<file path="src/rtl/mem_arb_pkg.sv">
// mem_arb_pkg: shared types and line geometry for the cache/memory arbiter
package mem_arb_pkg;
    localparam int ADDR_W_DEF     = 64;
    localparam int DATA_W_DEF     = 64;
    localparam int LINE_BYTES_DEF = 64;
    localparam int BEATS          = LINE_BYTES_DEF / (DATA_W_DEF / 8);
    localparam int OFF_W          = $clog2(LINE_BYTES_DEF);
    localparam int CNT_W          = $clog2(BEATS) + 1;
    typedef enum logic [2:0] {IDLE, REQ, RDATA, WDATA, WRESP} arb_state_t;
    typedef enum logic {OWN_IC, OWN_DC} arb_owner_t;
endpackage

</file>
<file path="src/rtl/cache_mem_arbiter_rr_arb2.sv">
// rr_arb2: two-input round-robin grant with a registered last winner
module rr_arb2
    import mem_arb_pkg::*;
(
    input  logic clk,
    input  logic reset,
    input  logic en,
    input  logic req_ic,
    input  logic req_dc,
    output logic gnt_ic,
    output logic gnt_dc
);
    arb_owner_t last_grant;
    always_comb begin
        gnt_dc = en && req_dc && (!req_ic || last_grant == OWN_IC);
        gnt_ic = en && req_ic && !gnt_dc;
    end
    always_ff @(posedge clk) begin
        if (reset)
            last_grant <= OWN_IC;
        else if (gnt_ic || gnt_dc)
            last_grant <= gnt_dc ? OWN_DC : OWN_IC;
    end
endmodule

</file>
<file path="src/rtl/cache_mem_arbiter.sv">
// cache_mem_arbiter: serialises icache/dcache line transactions onto one memory bus
module cache_mem_arbiter
    import mem_arb_pkg::*;
#(
    parameter int ADDR_W     = ADDR_W_DEF,
    parameter int DATA_W     = DATA_W_DEF,
    parameter int LINE_BYTES = LINE_BYTES_DEF
) (
    input  logic              clk,
    input  logic              reset,
    input  logic              ic_req_valid,
    input  logic [ADDR_W-1:0] ic_req_addr,
    output logic              ic_req_ready,
    output logic              ic_resp_valid,
    output logic [DATA_W-1:0] ic_resp_data,
    output logic              ic_resp_last,
    input  logic              dc_req_valid,
    input  logic              dc_req_write,
    input  logic [ADDR_W-1:0] dc_req_addr,
    output logic              dc_req_ready,
    input  logic [DATA_W-1:0] dc_wdata,
    output logic              dc_wdata_ready,
    output logic              dc_resp_valid,
    output logic [DATA_W-1:0] dc_resp_data,
    output logic              dc_resp_last,
    output logic              dc_wr_done,
    output logic              m_req_valid,
    input  logic              m_req_ready,
    output logic [ADDR_W-1:0] m_req_addr,
    output logic              m_req_write,
    output logic              m_wvalid,
    output logic [DATA_W-1:0] m_wdata,
    input  logic              m_wready,
    input  logic              m_rvalid,
    input  logic [DATA_W-1:0] m_rdata,
    input  logic              m_bvalid
);
    arb_state_t        state, state_n;
    arb_owner_t        owner;
    logic [CNT_W-1:0]  cnt, cnt_n;
    logic [ADDR_W-1:0] addr;
    logic              wr;
    logic              gnt_ic, gnt_dc;
    logic              last_beat;

    rr_arb2 u_rr (
        .clk    (clk),
        .reset  (reset),
        .en     (state == IDLE && !reset),
        .req_ic (ic_req_valid),
        .req_dc (dc_req_valid),
        .gnt_ic (gnt_ic),
        .gnt_dc (gnt_dc)
    );

    assign last_beat = cnt == CNT_W'(BEATS - 1);

    // every output is forced low while reset is held, whatever state we were in
    always_comb begin
        state_n        = state;
        cnt_n          = cnt;
        ic_req_ready   = 1'b0;
        ic_resp_valid  = 1'b0;
        ic_resp_data   = '0;
        ic_resp_last   = 1'b0;
        dc_req_ready   = 1'b0;
        dc_wdata_ready = 1'b0;
        dc_resp_valid  = 1'b0;
        dc_resp_data   = '0;
        dc_resp_last   = 1'b0;
        dc_wr_done     = 1'b0;
        m_req_valid    = 1'b0;
        m_req_addr     = '0;
        m_req_write    = 1'b0;
        m_wvalid       = 1'b0;
        m_wdata        = '0;
        if (!reset) begin
            case (state)
                IDLE: begin
                    ic_req_ready = gnt_ic;
                    dc_req_ready = gnt_dc;
                    if (gnt_ic || gnt_dc)
                        state_n = REQ;
                end
                REQ: begin
                    m_req_valid = 1'b1;
                    m_req_addr  = addr;
                    m_req_write = wr;
                    if (m_req_ready) begin
                        cnt_n   = '0;
                        state_n = wr ? WDATA : RDATA;
                    end
                end
                RDATA: begin
                    if (m_rvalid) begin
                        ic_resp_valid = owner == OWN_IC;
                        dc_resp_valid = owner == OWN_DC;
                        ic_resp_data  = owner == OWN_IC ? m_rdata : '0;
                        dc_resp_data  = owner == OWN_DC ? m_rdata : '0;
                        ic_resp_last  = owner == OWN_IC && last_beat;
                        dc_resp_last  = owner == OWN_DC && last_beat;
                        cnt_n         = cnt + 1'b1;
                        if (last_beat)
                            state_n = IDLE;
                    end
                end
                WDATA: begin
                    m_wvalid       = 1'b1;
                    m_wdata        = dc_wdata;
                    dc_wdata_ready = m_wready;
                    if (m_wready) begin
                        cnt_n = cnt + 1'b1;
                        if (last_beat)
                            state_n = WRESP;
                    end
                end
                WRESP: begin
                    dc_wr_done = m_bvalid;
                    if (m_bvalid)
                        state_n = IDLE;
                end
                default: state_n = IDLE;
            endcase
        end
    end

    always_ff @(posedge clk) begin
        if (reset) begin
            state <= IDLE;
            cnt   <= '0;
            owner <= OWN_IC;
            addr  <= '0;
            wr    <= 1'b0;
        end else begin
            state <= state_n;
            cnt   <= cnt_n;
            if (gnt_ic || gnt_dc) begin
                owner <= gnt_dc ? OWN_DC : OWN_IC;
                addr  <= (gnt_dc ? dc_req_addr : ic_req_addr) & ~ADDR_W'(LINE_BYTES - 1);
                wr    <= gnt_dc & dc_req_write;
            end
        end
    end
endmodule

</file>
<file path="config.mk">
export PLATFORM = sky130hd
export DESIGN_NAME = cache_mem_arbiter
export DESIGN_NICKNAME = d
export VERILOG_FILES = /design/src/rtl/mem_arb_pkg.sv /design/src/rtl/cache_mem_arbiter_rr_arb2.sv /design/src/rtl/cache_mem_arbiter.sv
export SDC_FILE = /design/constraint.sdc
export NUM_CORES = 1
export LEC_CHECK = 0
export BUFFER_PORTS_ARGS = -buffer_cell sky130_fd_sc_hd__buf_2
export CAP_MARGIN = 30
export CORE_AREA = 10 10 197 199
export CTS_CLUSTER_DIAMETER = 40
export CTS_CLUSTER_SIZE = 30
export DETAILED_ROUTE_END_ITERATION = 10
export DIE_AREA = 0 0 207 209
export PLACE_DENSITY = 0.44
export SYNTH_ARGS = -nofsm -noshare
export SYNTH_HDL_FRONTEND = slang
export SYNTH_SLANG_ARGS = --single-unit
</file>
<file path="constraint.sdc">
create_clock -name clk -period 2.25 [get_ports clk]
set_input_delay 0.3375 -clock clk [delete_from_list [all_inputs] [get_ports clk]]
set_output_delay 0.3375 -clock clk [all_outputs]
set_load 0.1 [all_outputs]
</file>
==> impl_results.md, run 1 <==
- Max cap viols: 0
- Max stage delay cell, worst path: dfxtp_2
- I/O pins: 532
- Core Region: approximately 35000 sq um
- Ys async rst share: 0%
- RSZ-0062 raised after global routing: true
- Die area: 43300 sq um
- Max Fclk: 450 MHz
- Drt total wl: 35.5 mm
- Commonest non-fill, non-tap cells in the layout: buf_12, buf_2, nand2_1
- Crit path max fanout: 12
- Buffers on Ports: 513
- Pre-CTS setup slack: around 110 ps
- Crit path time final: 2220 ps
- Max Used Layer: met5
- WL met2: 18.7 mm
- Final slew viol count: 0
- Vias in the first global route: 6560
- Remaining DRCs: 0
- Req. time, crit path: 1910 ps
- Critical path endpoint category: output pin
- Final Util: roughly 37%
- HP Class: in -> reg
- Startpoint Class: flip-flop
- Htree depth: 3
- Status: finished, final reports clean
- Number of detailed-route iterations in the first pass: 6
- Non-filler cells, final: 1668
- CTS Buffer Depth: 2
- Worst slew margin: 61.6%
- Num rows: 69
- Mapped cell area: 4790 sq um
- Drt wl/cell: between 20 and 25 um
- Clock transition at path regs: 60 ps
- Top-area cell type share of the netlist area: 32.9%
- Sequential-to-total area share from yosys stat: 28.0%
- CP Buf/Inv Count: 5
- YS warnings: 0
- Clock tree sinks: 67
- Power, Total: 0.00664 W
- CTS tree: yes
- Final Hold Fails: 0
- Total track usage: 14.6%
- Die width: 207 um
- Number of synthesized flops with an enable pin: 0
- FILL cells: 3555
- Drt via density: roughly 4
- Commonest non-fill, non-tap cell in the layout: buf_12
- Syn Area/Cell: about 7.0 sq um
- Final worst slack: 29.9 ps
- CTS buffer count: 9
- Inst Count DP: 1614
- Cell family with most CP delay: buffers and inverters
- WS Path Type: reg -> out
- Yosys reg bits: 67
- Synth area leaders: and2_1, dfxtp_1, nand2_1, a31oi_1, o21ai_0
- Clk Latency, worst-skew pair: 340 ps
- Final net count: 1460
- Syn-to-layout area delta: 172%
- Post-synthesis cell count: 688
- Largest net degree at the start of global routing: 87
- Biggest area consumer among synthesized cells: and2_1
- Final period utilization: between 90% and 100%
- Worst slew pin tran: 577 ps
- Die height: 209 um
- First-pass GRT wire length: between 40 and 50 mm
- Root buffer cell: clkbuf_16
- GRT overflow: 0
- Unique masters post-synth: 37
- WP data arrival: 1880 ps
- Crit-path cells: buf_6, nor4_4, buf_6, buf_8, clkbuf_16, and2_2, buf_12
- Top_reg_cell synth: dfxtp_1
- Max VDD drop: 0.000452 V
- Clock skew: roughly 7.9 ps
- Layout cells sized above 1: around 68%
- Most common cell on crit path: buf_6
- Final setup fails: 0
- PD cells: 510 nW/um^2
- Initial Util: roughly 14%
- ANT nets after route: 0
- WL met1: 13.3 mm
- Vias: approximately 6700
- Dpl hpwl: 27.0 mm
- RD Place Congestion: 0.813
- Crit path largest cell delay: roughly 330 ps
- Lkg Pwr: 5.74 nW
- Met3 Wirelength: 2.93 mm
- Detailed router's first-iteration violation count: 242
- TNS Setup: 0 ps
- Initial antenna violation count: 14
## where the power goes
group / leakage, nW / total, W / switching [W] / internal [W]
Combinational: 5.04 / 0.00358 / 0.00221 / 0.00137
Sequential: 0.554 / 0.00161 / 0.000142 / 0.00146
Clock: 0.146 / 0.00146 / 0.000546 / 0.000912
Total: 5.74 / 0.00664 / 0.00289 / 0.00375
## through the flow
step	hold WS, ps	area (sq um)
after global placement	441	12100
after global routing	238	13000
final	249	13000
after detailed placement	461	12100
after CTS	230	12500
after floorplan	430	5130
## Yosys cell counts (3+ instances only)
library cell	instances
a21oi_1	6
a311oi_1	7
a31oi_1	53
and2_1	252
buf_2	17
buf_4	11
clkbuf_1	36
dfxtp_1	67
inv_1	4
nand2_1	122
nand3_1	3
nor2_1	16
nor2b_1	4
nor3_1	4
o21ai_0	58
## repair_timing
action | CTS | global route
cloned | 3 | 11
buffers inserted | 5 | 11
hold buffers | 0 | 0
hold endpoints to repair | 0 | 0
gates resized for setup | 10 | 103
setup endpoints to repair | 252 | 226
pin swaps | 6 | 53
## state kept, by name (all words and copies together) (netlist names)
signal	count
state	3
addr	58
cnt	4
wr	1
u_rr.last_grant	1
## path summary, 6_finish.rpt
check | start | to | slack [ps] | cells after the start
worst max-delay path | state[1] | m_req_addr[51] | 30 | 7
worst min-delay path | dc_req_addr[54] | addr[54] | 250 | 3
worst max register to register | state[0] | addr[56] | 310 | 7
worst min register to register | cnt[3] | cnt[3] | 470 | 1
## final cells by class
type	count	area, sq um	share of cell area, %
Clock inverter	2	35.0	0.269
Timing Repair Buffer	558	7180	55.1
Antenna cell	9	22.5	0.173
Sequential cell	67	1350	10.3
Clock buffer	13	260	2.00
Inverter	5	18.8	0.144
Multi-Input combinational cell	553	3600	27.6
Tap cell	461	577	4.42
## kinds of logic after synthesis
logic type,after synthesis,share of synthesized area [%]
AND/OR/NAND/NOR,410,46.8
flip-flops,67,28.0
AO/OA/AOI/OAI,133,16.8
adder cells (fa/ha/maj),1,0.261
buffers and inverters,73,7.39
multiplexers,3,0.679
other,1,0.0783
## worst register-to-register path, delay by kind of cell (launching register included)
| family | cells | cell delay [ps] |
|---|---|---|
| simple gates | 3 | 640 |
| buf+inv | 3 | 580 |
| flops | 1 | 370 |
| compound gates | 1 | 260 |
## metal layers
layer / vias to the layer above / track usage [%]
li1: 3260 / -
met1: 3075 / 15.4
met2: 297 / 26.2
met3: 33 / 6.23
met4: 6 / 3.88
met5: - / 0
Note: power is estimated with default switching activity, not from simulation.
==> run 2: changes to the inputs <==
--- a/config.mk
+++ b/config.mk
@@ -7,12 +7,12 @@
 export LEC_CHECK = 0
 export BUFFER_PORTS_ARGS = -buffer_cell sky130_fd_sc_hd__buf_2
 export CAP_MARGIN = 30
-export CORE_AREA = 10 10 197 199
+export CORE_AREA = 2 2 206 208
 export CTS_CLUSTER_DIAMETER = 40
 export CTS_CLUSTER_SIZE = 30
 export DETAILED_ROUTE_END_ITERATION = 10
-export DIE_AREA = 0 0 207 209
-export PLACE_DENSITY = 0.44
+export DIE_AREA = 0 0 208 210
+export PLACE_DENSITY = 0.4
 export SYNTH_ARGS = -nofsm -noshare
 export SYNTH_HDL_FRONTEND = slang
 export SYNTH_SLANG_ARGS = --single-unit
==> run 2 against run 1 <==
  * Critical path depth is the same
  * Maximum frequency grew 0.81%
  * Global-route usage shrank 2.1 points
  * Clock skew shrank 1.5 ps
  * Wire length shrank 17%
  * Critical path type unchanged
  * Register-to-register slack gained 20 ps
  * Non-clock buffer count shrank 1
  * First-iteration DRC count grew 3.7%
  * Final cell count grew 4.1%
  * Sequential power is essentially flat
  * Clock-buffer cell count shrank 4
  * Largest power group unchanged
  * Die area grew 0.96%
==> impl_results.md, run 2 (synthesized netlist as in run 1, its figures left out) <==
- Clock transition at path regs: 60 ps (about the same)
- Buffers on Ports: 513 (unchanged)
- Critical path endpoint category: output pin
- Crit path time final: 2200 ps (-17.8 ps)
- M2 GR Usage: 23.1% (-3.0 points)
- CTS tree: yes
- HP Class: in -> reg
- Detailed router's first-iteration violation count: 251 (+3.7%)
- Core Region: 41500 sq um (+18%)
- Crit-path cells: nor2b_2, nand3_4, nor2_4, buf_4, buf_12, and2_2, buf_12
- Cell family with most CP delay: simple AND/OR/NAND/NOR gates
- CTS buffer count: 9 (unchanged)
- Commonest non-fill, non-tap cells in the layout: buf_12, buf_2, and2_2
- Drt wl/cell: 16.9 um (-20%)
- Die width: 208 um (+0.48%)
- Worst slew margin: 60.6% (-0.94 points)
- CP Buf/Inv Count: 3 (-2)
- Layout cells sized above 1: 67.8% (-0.11 points)
- Max stage delay cell, worst path: dfxtp_2
- RSZ-0062 raised after global routing: true
- Drt total wl: 29.4 mm (-17%)
- Htree depth: 3 (unchanged)
- TNS Setup: 0 ps (unchanged)
- Final net count: 1459 (-0.068%)
- PD cells: 510 nW/um^2 (+0.16%)
- Crit path largest cell delay: 340 ps (about the same)
- Initial Util: 11.5% (-2.1 points)
- Dpl hpwl: 22.7 mm (-16%)
- Lkg Pwr: 5.64 nW (-1.8%)
- Clk Latency, worst-skew pair: 350 ps (about the same)
- WS Path Type: reg -> out
- GRT overflow: 0 (unchanged)
- First-pass GRT wire length: 41.4 mm (-13%)
- GRT busiest layer: met2
- Commonest non-fill, non-tap cell in the layout: buf_12
- Status: finished, final reports clean
- CTS Buffer Depth: 2 (unchanged)
- Biggest regs: addr (58), cnt (4), state (3)
- Remaining DRCs: 0 (unchanged)
- Power, Total: 0.00658 W (-0.99%)
- Final period utilization: 97.9% (-0.79 points)
- Drt via density: 3.77 (-5.7%)
- Initial antenna violation count: 7 (-7)
- Max cap viols: 0 (unchanged)
- Worst slew pin tran: 591 ps (+14.1 ps)
- Max FFs per register: 58 (unchanged)
- Final Hold Fails: 0 (unchanged)
- Largest net degree at the start of global routing: 66 (-24%)
- Max VDD drop: 0.000319 V (-29%)
- Syn-to-layout area delta: 169%
- Met3 Usage GRT: 3.44% (-2.8 points)
- Clock skew: 6.45 ps (-1.48 ps)
- Total track usage: 12.5% (-2.1 points)
- Root buffer cell: clkbuf_16
- Startpoint Class: flip-flop
- Clock tree sinks: 67 (unchanged)
- Final setup fails: 0 (unchanged)
- Final slew viol count: 0 (unchanged)
- WP data arrival: 1860 ps (-20 ps)
- Vias: 6552 (-1.8%)
- I/O pins: 532 (unchanged)
- Most flops, register: addr
- Crit path max fanout: 33 (+21)
- RD Place Congestion: 0.767 (-5.7%)
- Req. time, crit path: 1910 ps (about the same)
- Die area: 43700 sq um (+0.96%)
- Die height: 210 um (+0.48%)
- Max Fclk: 454 MHz (+0.81%)
- Vias in the first global route: 6214 (-5.3%)
- Most common cell on crit path: buf_12
- Number of detailed-route iterations in the first pass: 5 (-1)
- Met1 usage: 14.1% (-1.3 points)
- ANT nets after route: 0 (unchanged)
- Num rows: 75 (+8.7%)
==> run 2: timing repair <==
action,in CTS,in global routing
setup buffers,7,7
gates resized for setup,11,22
hold buffers,0,0
pin swaps,1,12
setup endpoints to repair,237,197
gates cloned,4,5
==> run 2: final timing paths <==
kind | startpoint | end | slack, ps | depth (start not counted)
worst max-delay path | state[1] | dc_resp_data[30] | 50 | 7
worst min-delay path | dc_req_write | wr | 230 | 3
worst max register to register | state[0] | addr[8] | 330 | 7
worst min register to register | cnt[3] | cnt[3] | 470 | 1
==> run 2: routing by layer <==
layer  wire length, um  vias up
met1             11300     3006
met5                 7        -
met4               400        2
met3              1930       28
met2             15800      271
li1                  -     3245
==> run 2: cell type report <==
cell class | instances | area, sq um
Clock buffer | 9 | 225
Tap cell | 539 | 674
Clock inverter | 6 | 66.3
Multi-Input combinational cell | 553 | 3510
Antenna cell | 1 | 2.50
Timing Repair Buffer | 557 | 7050
Sequential cell | 67 | 1350
Fill cell | 4382 | 28600
Inverter | 5 | 21.3
==> run 2: power by group <==
| group | leakage (nW) | total, W | internal [W] | switching (W) |
|---|---|---|---|---|
| combinational | 4.95 | 0.00353 | 0.00135 | 0.00218 |
| clock | 0.134 | 0.00145 | 0.000854 | 0.000599 |
| sequential | 0.553 | 0.00159 | 0.00146 | 0.000131 |
| total | 5.64 | 0.00658 | 0.00367 | 0.00291 |
==> run 2: metrics by stage <==
stage                     util (%)  hold WS (ps)  setup slack (ps)  cell area, sq um  instances
after floorplan                  -           430              -335              5130        693
after global placement        29.5           450               208             12200       1699
after detailed placement      29.5           464               188             12200       1699
after CTS                     30.7           207             -12.1             12700       1725
after global routing          31.1           236             -60.7             12900       1737
final                         31.1           232              47.6             12900       1737
==> run 2: worst min-delay path, cell delays in order <==
cell     delay [ps]
buf_2           100
nand2_1          40
a21oi_1          50
